--- src/rtl/horner_sequencer.sv ---
// Control sequencer for the ADC correction polynomial: drives one shared multiplier
// and one shared adder through centring, scaling and a Horner loop over c[ORDER..0].
module horner_sequencer #(
    parameter int unsigned ORDER   = 10,
    parameter int unsigned SEL_W   = 4,
    parameter int unsigned TIMEOUT = 64
) (
    input  logic             sys_clk_i,
    input  logic             reset_i,
    input  logic             srdyi,
    output logic             busy_o,
    output logic             x_load_o,
    output logic             add_go_o,
    output logic             add_sel_o,
    input  logic             add_done_i,
    output logic             mul_go_o,
    output logic             mul_sel_o,
    input  logic             mul_done_i,
    output logic [SEL_W-1:0] coeff_sel_o,
    output logic             xn_load_o,
    output logic             acc_init_o,
    output logic             acc_load_o,
    output logic             srdyo,
    output logic             overrun_o,
    output logic             err_o
);

    localparam int unsigned CNT_W = $clog2(TIMEOUT + 1);

    typedef enum logic [2:0] {
        S_IDLE,
        S_CENTER,
        S_SCALE,
        S_MUL,
        S_ADD,
        S_DONE
    } state_e;

    state_e           state_q, state_d;
    logic [SEL_W-1:0] k_q, k_d;
    logic [CNT_W-1:0] cnt_q, cnt_d;
    logic             busy_q, busy_d;
    logic             add_go_q, add_go_d;
    logic             add_sel_q, add_sel_d;
    logic             mul_go_q, mul_go_d;
    logic             mul_sel_q, mul_sel_d;
    logic             srdyo_q, srdyo_d;
    logic             overrun_q, overrun_d;
    logic             err_q, err_d;
    logic             in_op;
    logic             armed;
    logic             entering;

    // Load strobes are combinational: the datapath must capture a unit result in its done cycle.
    always_comb begin
        state_d    = state_q;
        k_d        = k_q;
        cnt_d      = '0;
        err_d      = 1'b0;
        x_load_o   = 1'b0;
        xn_load_o  = 1'b0;
        acc_init_o = 1'b0;
        acc_load_o = 1'b0;
        in_op      = (state_q inside {S_CENTER, S_SCALE, S_MUL, S_ADD});
        // cnt_q is zero only in the go cycle, so a done there is ignored
        armed      = (cnt_q != '0);

        case (state_q)
            S_IDLE: begin
                if (srdyi) begin
                    x_load_o = 1'b1;
                    k_d      = SEL_W'(ORDER);
                    state_d  = S_CENTER;
                end
            end
            S_CENTER: begin
                if (add_done_i && armed) begin
                    state_d = S_SCALE;
                end
            end
            S_SCALE: begin
                if (mul_done_i && armed) begin
                    xn_load_o  = 1'b1;
                    acc_init_o = 1'b1;
                    if (ORDER == 0) begin
                        state_d = S_DONE;
                    end else begin
                        k_d     = SEL_W'(ORDER - 1);
                        state_d = S_MUL;
                    end
                end
            end
            S_MUL: begin
                if (mul_done_i && armed) begin
                    state_d = S_ADD;
                end
            end
            S_ADD: begin
                if (add_done_i && armed) begin
                    acc_load_o = 1'b1;
                    if (k_q == '0) begin
                        state_d = S_DONE;
                    end else begin
                        k_d     = k_q - SEL_W'(1);
                        state_d = S_MUL;
                    end
                end
            end
            S_DONE: begin
                state_d = S_IDLE;
            end
            default: begin
                state_d = S_IDLE;
            end
        endcase

        // Still waiting on a unit: count, or abort once the budget is spent.
        if (in_op && (state_d == state_q)) begin
            if (cnt_q == CNT_W'(TIMEOUT - 1)) begin
                state_d = S_IDLE;
                k_d     = '0;
                err_d   = 1'b1;
            end else begin
                cnt_d = cnt_q + CNT_W'(1);
            end
        end

        if (reset_i) begin
            x_load_o   = 1'b0;
            xn_load_o  = 1'b0;
            acc_init_o = 1'b0;
            acc_load_o = 1'b0;
        end

        entering  = (state_d != state_q);
        busy_d    = (state_d != S_IDLE);
        add_go_d  = entering && ((state_d == S_CENTER) || (state_d == S_ADD));
        mul_go_d  = entering && ((state_d == S_SCALE) || (state_d == S_MUL));
        add_sel_d = (state_d == S_ADD);
        mul_sel_d = (state_d == S_MUL);
        srdyo_d   = (state_d == S_DONE);
        overrun_d = srdyi && (state_q != S_IDLE);
    end

    always_ff @(posedge sys_clk_i) begin
        if (reset_i) begin
            state_q   <= S_IDLE;
            k_q       <= '0;
            cnt_q     <= '0;
            busy_q    <= 1'b0;
            add_go_q  <= 1'b0;
            add_sel_q <= 1'b0;
            mul_go_q  <= 1'b0;
            mul_sel_q <= 1'b0;
            srdyo_q   <= 1'b0;
            overrun_q <= 1'b0;
            err_q     <= 1'b0;
        end else begin
            state_q   <= state_d;
            k_q       <= k_d;
            cnt_q     <= cnt_d;
            busy_q    <= busy_d;
            add_go_q  <= add_go_d;
            add_sel_q <= add_sel_d;
            mul_go_q  <= mul_go_d;
            mul_sel_q <= mul_sel_d;
            srdyo_q   <= srdyo_d;
            overrun_q <= overrun_d;
            err_q     <= err_d;
        end
    end

    assign busy_o      = busy_q;
    assign add_go_o    = add_go_q;
    assign add_sel_o   = add_sel_q;
    assign mul_go_o    = mul_go_q;
    assign mul_sel_o   = mul_sel_q;
    assign coeff_sel_o = k_q;
    assign srdyo       = srdyo_q;
    assign overrun_o   = overrun_q;
    assign err_o       = err_q;

endmodule

--- config.mk ---
export PLATFORM = sky130hd
export DESIGN_NAME = horner_sequencer
export DESIGN_NICKNAME = d
export VERILOG_FILES = /design/src/rtl/horner_sequencer.sv
export SDC_FILE = /design/constraint.sdc
export NUM_CORES = 1
export LEC_CHECK = 0
export ABC_AREA = 1
export CORE_MARGIN = 3
export CORE_UTILIZATION = 45
export CTS_CLUSTER_SIZE = 12
export DETAILED_ROUTE_END_ITERATION = 8
export GPL_ROUTABILITY_DRIVEN = 0
export MAX_ROUTING_LAYER = met4
export PLACE_DENSITY = 0.67
export SYNTH_ARGS = -nofsm -noshare
export SYNTH_HDL_FRONTEND = slang
export SYNTH_SLANG_ARGS = --single-unit
--- constraint.sdc ---
create_clock -name sys_clk_i -period 2.2 [get_ports sys_clk_i]
set_input_delay 0.55 -clock sys_clk_i [delete_from_list [all_inputs] [get_ports sys_clk_i]]
set_output_delay 0.55 -clock sys_clk_i [all_outputs]
set_load 0.02 [all_outputs]
-- Word level (Yosys, flattened, before mapping)
Cells that the tools add are included.
- equal/unequal tests: 12
- bitwise gates (word level): 1
- reduce and logical (&&, ||, !) cells: 16
- mux-type cells: 26
- $add $sub $neg: 2
- operator list (operator ; count):
    $mux W3 ; 8
    $mux W4 ; 6
    $pmux W3 S5 ; 1
    $eq A3 B2 Y1 const B ; 4
    $pmux W4 S3 ; 1
    $mux W1 ; 10
    $eq A3 B3 Y1 const B ; 3
    $add A7 B1 Y7 const B ; 1
    $eq A7 B6 Y1 const B ; 1
    $reduce_bool A7 Y1 ; 1
    $eq A3 B1 Y1 const B ; 2
    $logic_and A1 B1 Y1 ; 6
    $reduce_bool A3 Y1 ; 2
    $logic_not A4 Y1 ; 1
    $reduce_bool A4 Y1 ; 1
    $sub A4 B1 Y4 const B ; 1
    $eq A3 B3 Y1 ; 1
    $logic_not A3 Y1 ; 1
    $ne A3 B3 Y1 ; 1
    $reduce_or A3 Y1 ; 1
    $logic_or A1 B1 Y1 ; 2
    $reduce_or A2 Y1 ; 1
    $not A1 Y1 ; 1
- output and inout bits: 16
- flip-flop bits (word level): 22
- word-level logic and storage cells: 68
- input port bits: 5

-- Longest topological paths before layout
- depth after elaboration: 10
- gate-level depth with buffers: 17
- depth with buffers taken out: 17

-- Least setup slack after synthesis
Ideal clock, no wire load.
- kind: reg-to-output
- from: reg cnt_q[0]
- to: out xn_load_o
- cell stages (with the launch flop): 9
- path buffers: 1
- path slack: 0.228 ns
- data required time: 1.650 ns
- arrival: 1.422 ns
- path through: dfxtp_1 > inv_1 > ha_1 > inv_1 > nor2_1 > nand3_2 > nand3_2 > nor2_1 > buf_4
- cells in the longest elaborated chain, start to end: 5
- ends and longest elaborated chain (element ; RTL line ; source):
    start, declared ; 41 ; logic [CNT_W-1:0] cnt_q, cnt_d;
    start signal, assigned ; 161 ; cnt_q <= cnt_d;
    $reduce_bool A7 Y1 ; 66 ; armed = (cnt_q != '0);
    $logic_and A1 B1 Y1 ; 82 ; if (mul_done_i && armed) begin
    $mux W1 (3 in a row) ; -- ;
    end, declared ; 20 ; output logic xn_load_o,
No other way between the ends.

-- Worst setup path in the final report
- from: reg cnt_q[0]
- to: out acc_init_o
- cells in the longest elaborated chain, start to end: 5
- ends and longest elaborated chain (element ; RTL line ; source):
    $reduce_bool A7 Y1 ; 66 ;
    $logic_and A1 B1 Y1 ; 82 ;
    $mux W1 ; 82 ;
    $mux W1 ; 68 ; case (state_q)
    $mux W1 ; 128 ; if (reset_i) begin
    end, declared ; 21 ; output logic acc_init_o,
No other way between the ends.

==> metrics.md <==
| Metric | Value |
|---|---|
| Die W | 59.0 um |
| Row Count | 18 |
| Worst Setup End Kind | primary output |
| Slew margin rel. | 76.5% |
| Clk slew on worst S/H paths | 120 ps |
| Setup Buffers After CTS | 0 |
| Worst Hold Slack | 517 ps |
| Layout Cells excl Fill | 245 |
| Pwr per Cell Area | approximately 500 nW/um2 |
| Ys async rst share | 0% |
| Maxcap violations | 0 |
| Final-stage net count | 225 |
| Vias in the first global route | 1217 |
| Post-DR wirelength/cell | between 10 and 15 um |
| Inst Count DP | 241 |
| WL final | 2.90 mm |
| Seq/Total Area, Yosys | 34.8% |
| Setup WS pre-CTS | -264 ps |
| Starting Density | 49.3% |
| Vias per Instance | approximately 5.0 |
| Area growth syn-to-layout | 30.6% |
| Die height | 59.0 um |
| Initial antenna violation count | 0 |
| Worst-Margin Slew | 352 ps |
| H-tree Lvls | 1 |
| Gr ovfl total | 0 |
| Layout cells sized above 1 | 26.5% |
| CTS Hold Bufs | 0 |
| Critical path launch point type | flip-flop |
| Final WS setup | approximately 180 ps |
| CTS tree | yes |
| All-Layer GR Usage | between 10% and 20% |
| Area of the core | 2570 um2 |
| Max Freq | 495 MHz |
| Post-DRT Antenna Nets | 0 |
| Max Slew Vio Count | 0 |
| Clk buf depth | 2 |
| Min Tclk post-route | 2020 ps |
| Vias | 1235 |
| Num ports | 21 |
| CTS Root Buffer Type | clkbuf_4 |
| Clk_lat worst skew | ~300 ps |
| Clk sinks | 22 |
| Ys flop type | dfxtp_1 |
| Setup TNS | 0 ps |
| Final-layout fill cell count | between 200 and 300 |
| Post-cts resize count | 5 |
| RSZ-0062 raised after global routing | no |
| P_leak | 0.754 nW |
| Total power | just over 0.8 mW |
| Post-Syn Instances | roughly 180 |
| Post-Route Skew | 3.51 ps |
| Syn Nets | about 180 |
| DR iter-0 viols | 42 |
| Peak VDD IR | 0.341 mV |
| First-pass DRT Iterations | 4 |
| Post-Syn Area | roughly 1300 um2 |
| Worst Path Required | 1650 ps |
| DPL Wire Length | between 2 and 2.5 mm |
| EDFF count, synth | 0 |
| Period utilisation layout | 91.9% |
| Arr. time, crit path | 1470 ps |
| Die area | 3490 um2 |
| TritonCTS buffer count | 3 |
| Hold WC Path Type | reg -> reg |
| Worst setup path category | reg -> out |
| Wire length of the first global-routing pass | between 5 and 6 mm |
| Syn_area_per_cell | between 7 and 8 um2 |
| Unique masters post-synth | 33 |
| Status | complete, no violations |
| I/O Buffers | 20 |
| DRC violations left | 0 |
| Largest Register | cnt_q |
| Max reg flops | 7 |
| Final Hold Viols | 0 |
| Largest net degree at the start of global routing | 13 |
| Synthesis Warnings | 0 |
| Final setup vio count | 0 |
| Diodes inserted | 0 |
| Synth Register Bits | 22 |
| CP Max Fanout | 5 |
-- cells in the final DEF, fill, tap and decap left out, types with 2 or more instances in the layout --
| master | instances |
|---|---|
| nor3_2 | 2 |
| nor2_1 | 29 |
| nand3_1 | 8 |
| buf_4 | 18 |
| nand3b_1 | 2 |
| clkbuf_4 | 3 |
| inv_2 | 6 |
| nand2_4 | 3 |
| clkbuf_2 | 3 |
| nor2_2 | 3 |
| a31oi_1 | 4 |
| nor3_1 | 3 |
| inv_1 | 24 |
| ha_1 | 4 |
| nand2_2 | 6 |
| nor2_4 | 3 |
| a21oi_1 | 9 |
| o21ai_0 | 2 |
| nand3_2 | 4 |
| clkdlybuf4s50_1 | 16 |
| dfxtp_1 | 22 |
| nand2_1 | 26 |
-- critical path: stages, from the launching register on --
cell	delay (ps)
dfxtp_1	350
inv_1	40
ha_1	180
inv_1	50
nor2_1	40
nand3_2	120
nand3_2	80
nor2_1	120
clkbuf_2	190
-- Yosys cell counts (3+ instances only) --
cell type | n | area share [%]
inv_1 | 24 | 7.1
inv_2 | 6 | 1.8
nand2_2 | 5 | 2.5
nor2_1 | 30 | 8.9
nand3_1 | 8 | 3.2
nand2_1 | 27 | 8.0
a21oi_1 | 9 | 3.6
nor2_4 | 3 | 2.7
ha_1 | 4 | 4.0
nor3_1 | 4 | 1.6
nand3_2 | 4 | 3.2
nand2_4 | 3 | 2.7
a31oi_1 | 4 | 2.0
dfxtp_1 | 22 | 35
-- per-stage QoR --
stage	cell area [um2]	util, %
global placement	1630	63.4
detailed placement	1630	63.4
CTS	1660	64.7
global route	1650	64.4
floorplan	1270	-
finish	1650	64.4
-- layer usage --
metal | vias up | share of wire (%) | track usage, %
met3 | 4 | 3.9 | 2.61
met4 | 0 | 1.3 | 7.77
met1 | 561 | 46 | 24.2
met2 | 30 | 49 | 30.4
met5 | - | 0 | -
li1 | 640 | - | -
-- layout make-up --
type / instances / area [um2] / area share (%)
Multi-Input combinational cell: 120 / 706 / 42.7
Sequential cell: 22 / 440 / 26.6
Timing Repair Buffer: 38 / 315 / 19.1
Inverter: 31 / 119 / 7.19
Tap cell: 30 / 37.5 / 2.27
Clock buffer: 4 / 36.3 / 2.19
-- power breakdown --
group	switching (mW)	leakage (nW)	internal, mW
Sequential	0.0105	0.179	0.411
Clock	0.116	0.0210	0.101
Combinational	0.109	0.554	0.0802
-- cells by family (layout without fill, tap and decap cells) --
logic type / Yosys count / count (layout) / synth area share [%]
flops: 22 / 22 / 34.8
simple gates: 91 / 91 / 37.5
buf+inv: 33 / 73 / 10.3
xor+xnor: 1 / 1 / 0.692
compound gates: 24 / 24 / 12.8
fa+ha+maj: 4 / 4 / 3.95
-- worst paths after layout --
check	from	end	slack, ps	depth (start not counted)
max	cnt_q[0]	acc_init_o	180	8
min	cnt_q[6]	cnt_q[6]	520	2
max reg2reg	cnt_q[1]	add_go_o	220	17
min reg2reg	cnt_q[6]	cnt_q[6]	520	2
Note: power is estimated with default switching activity, not from simulation.
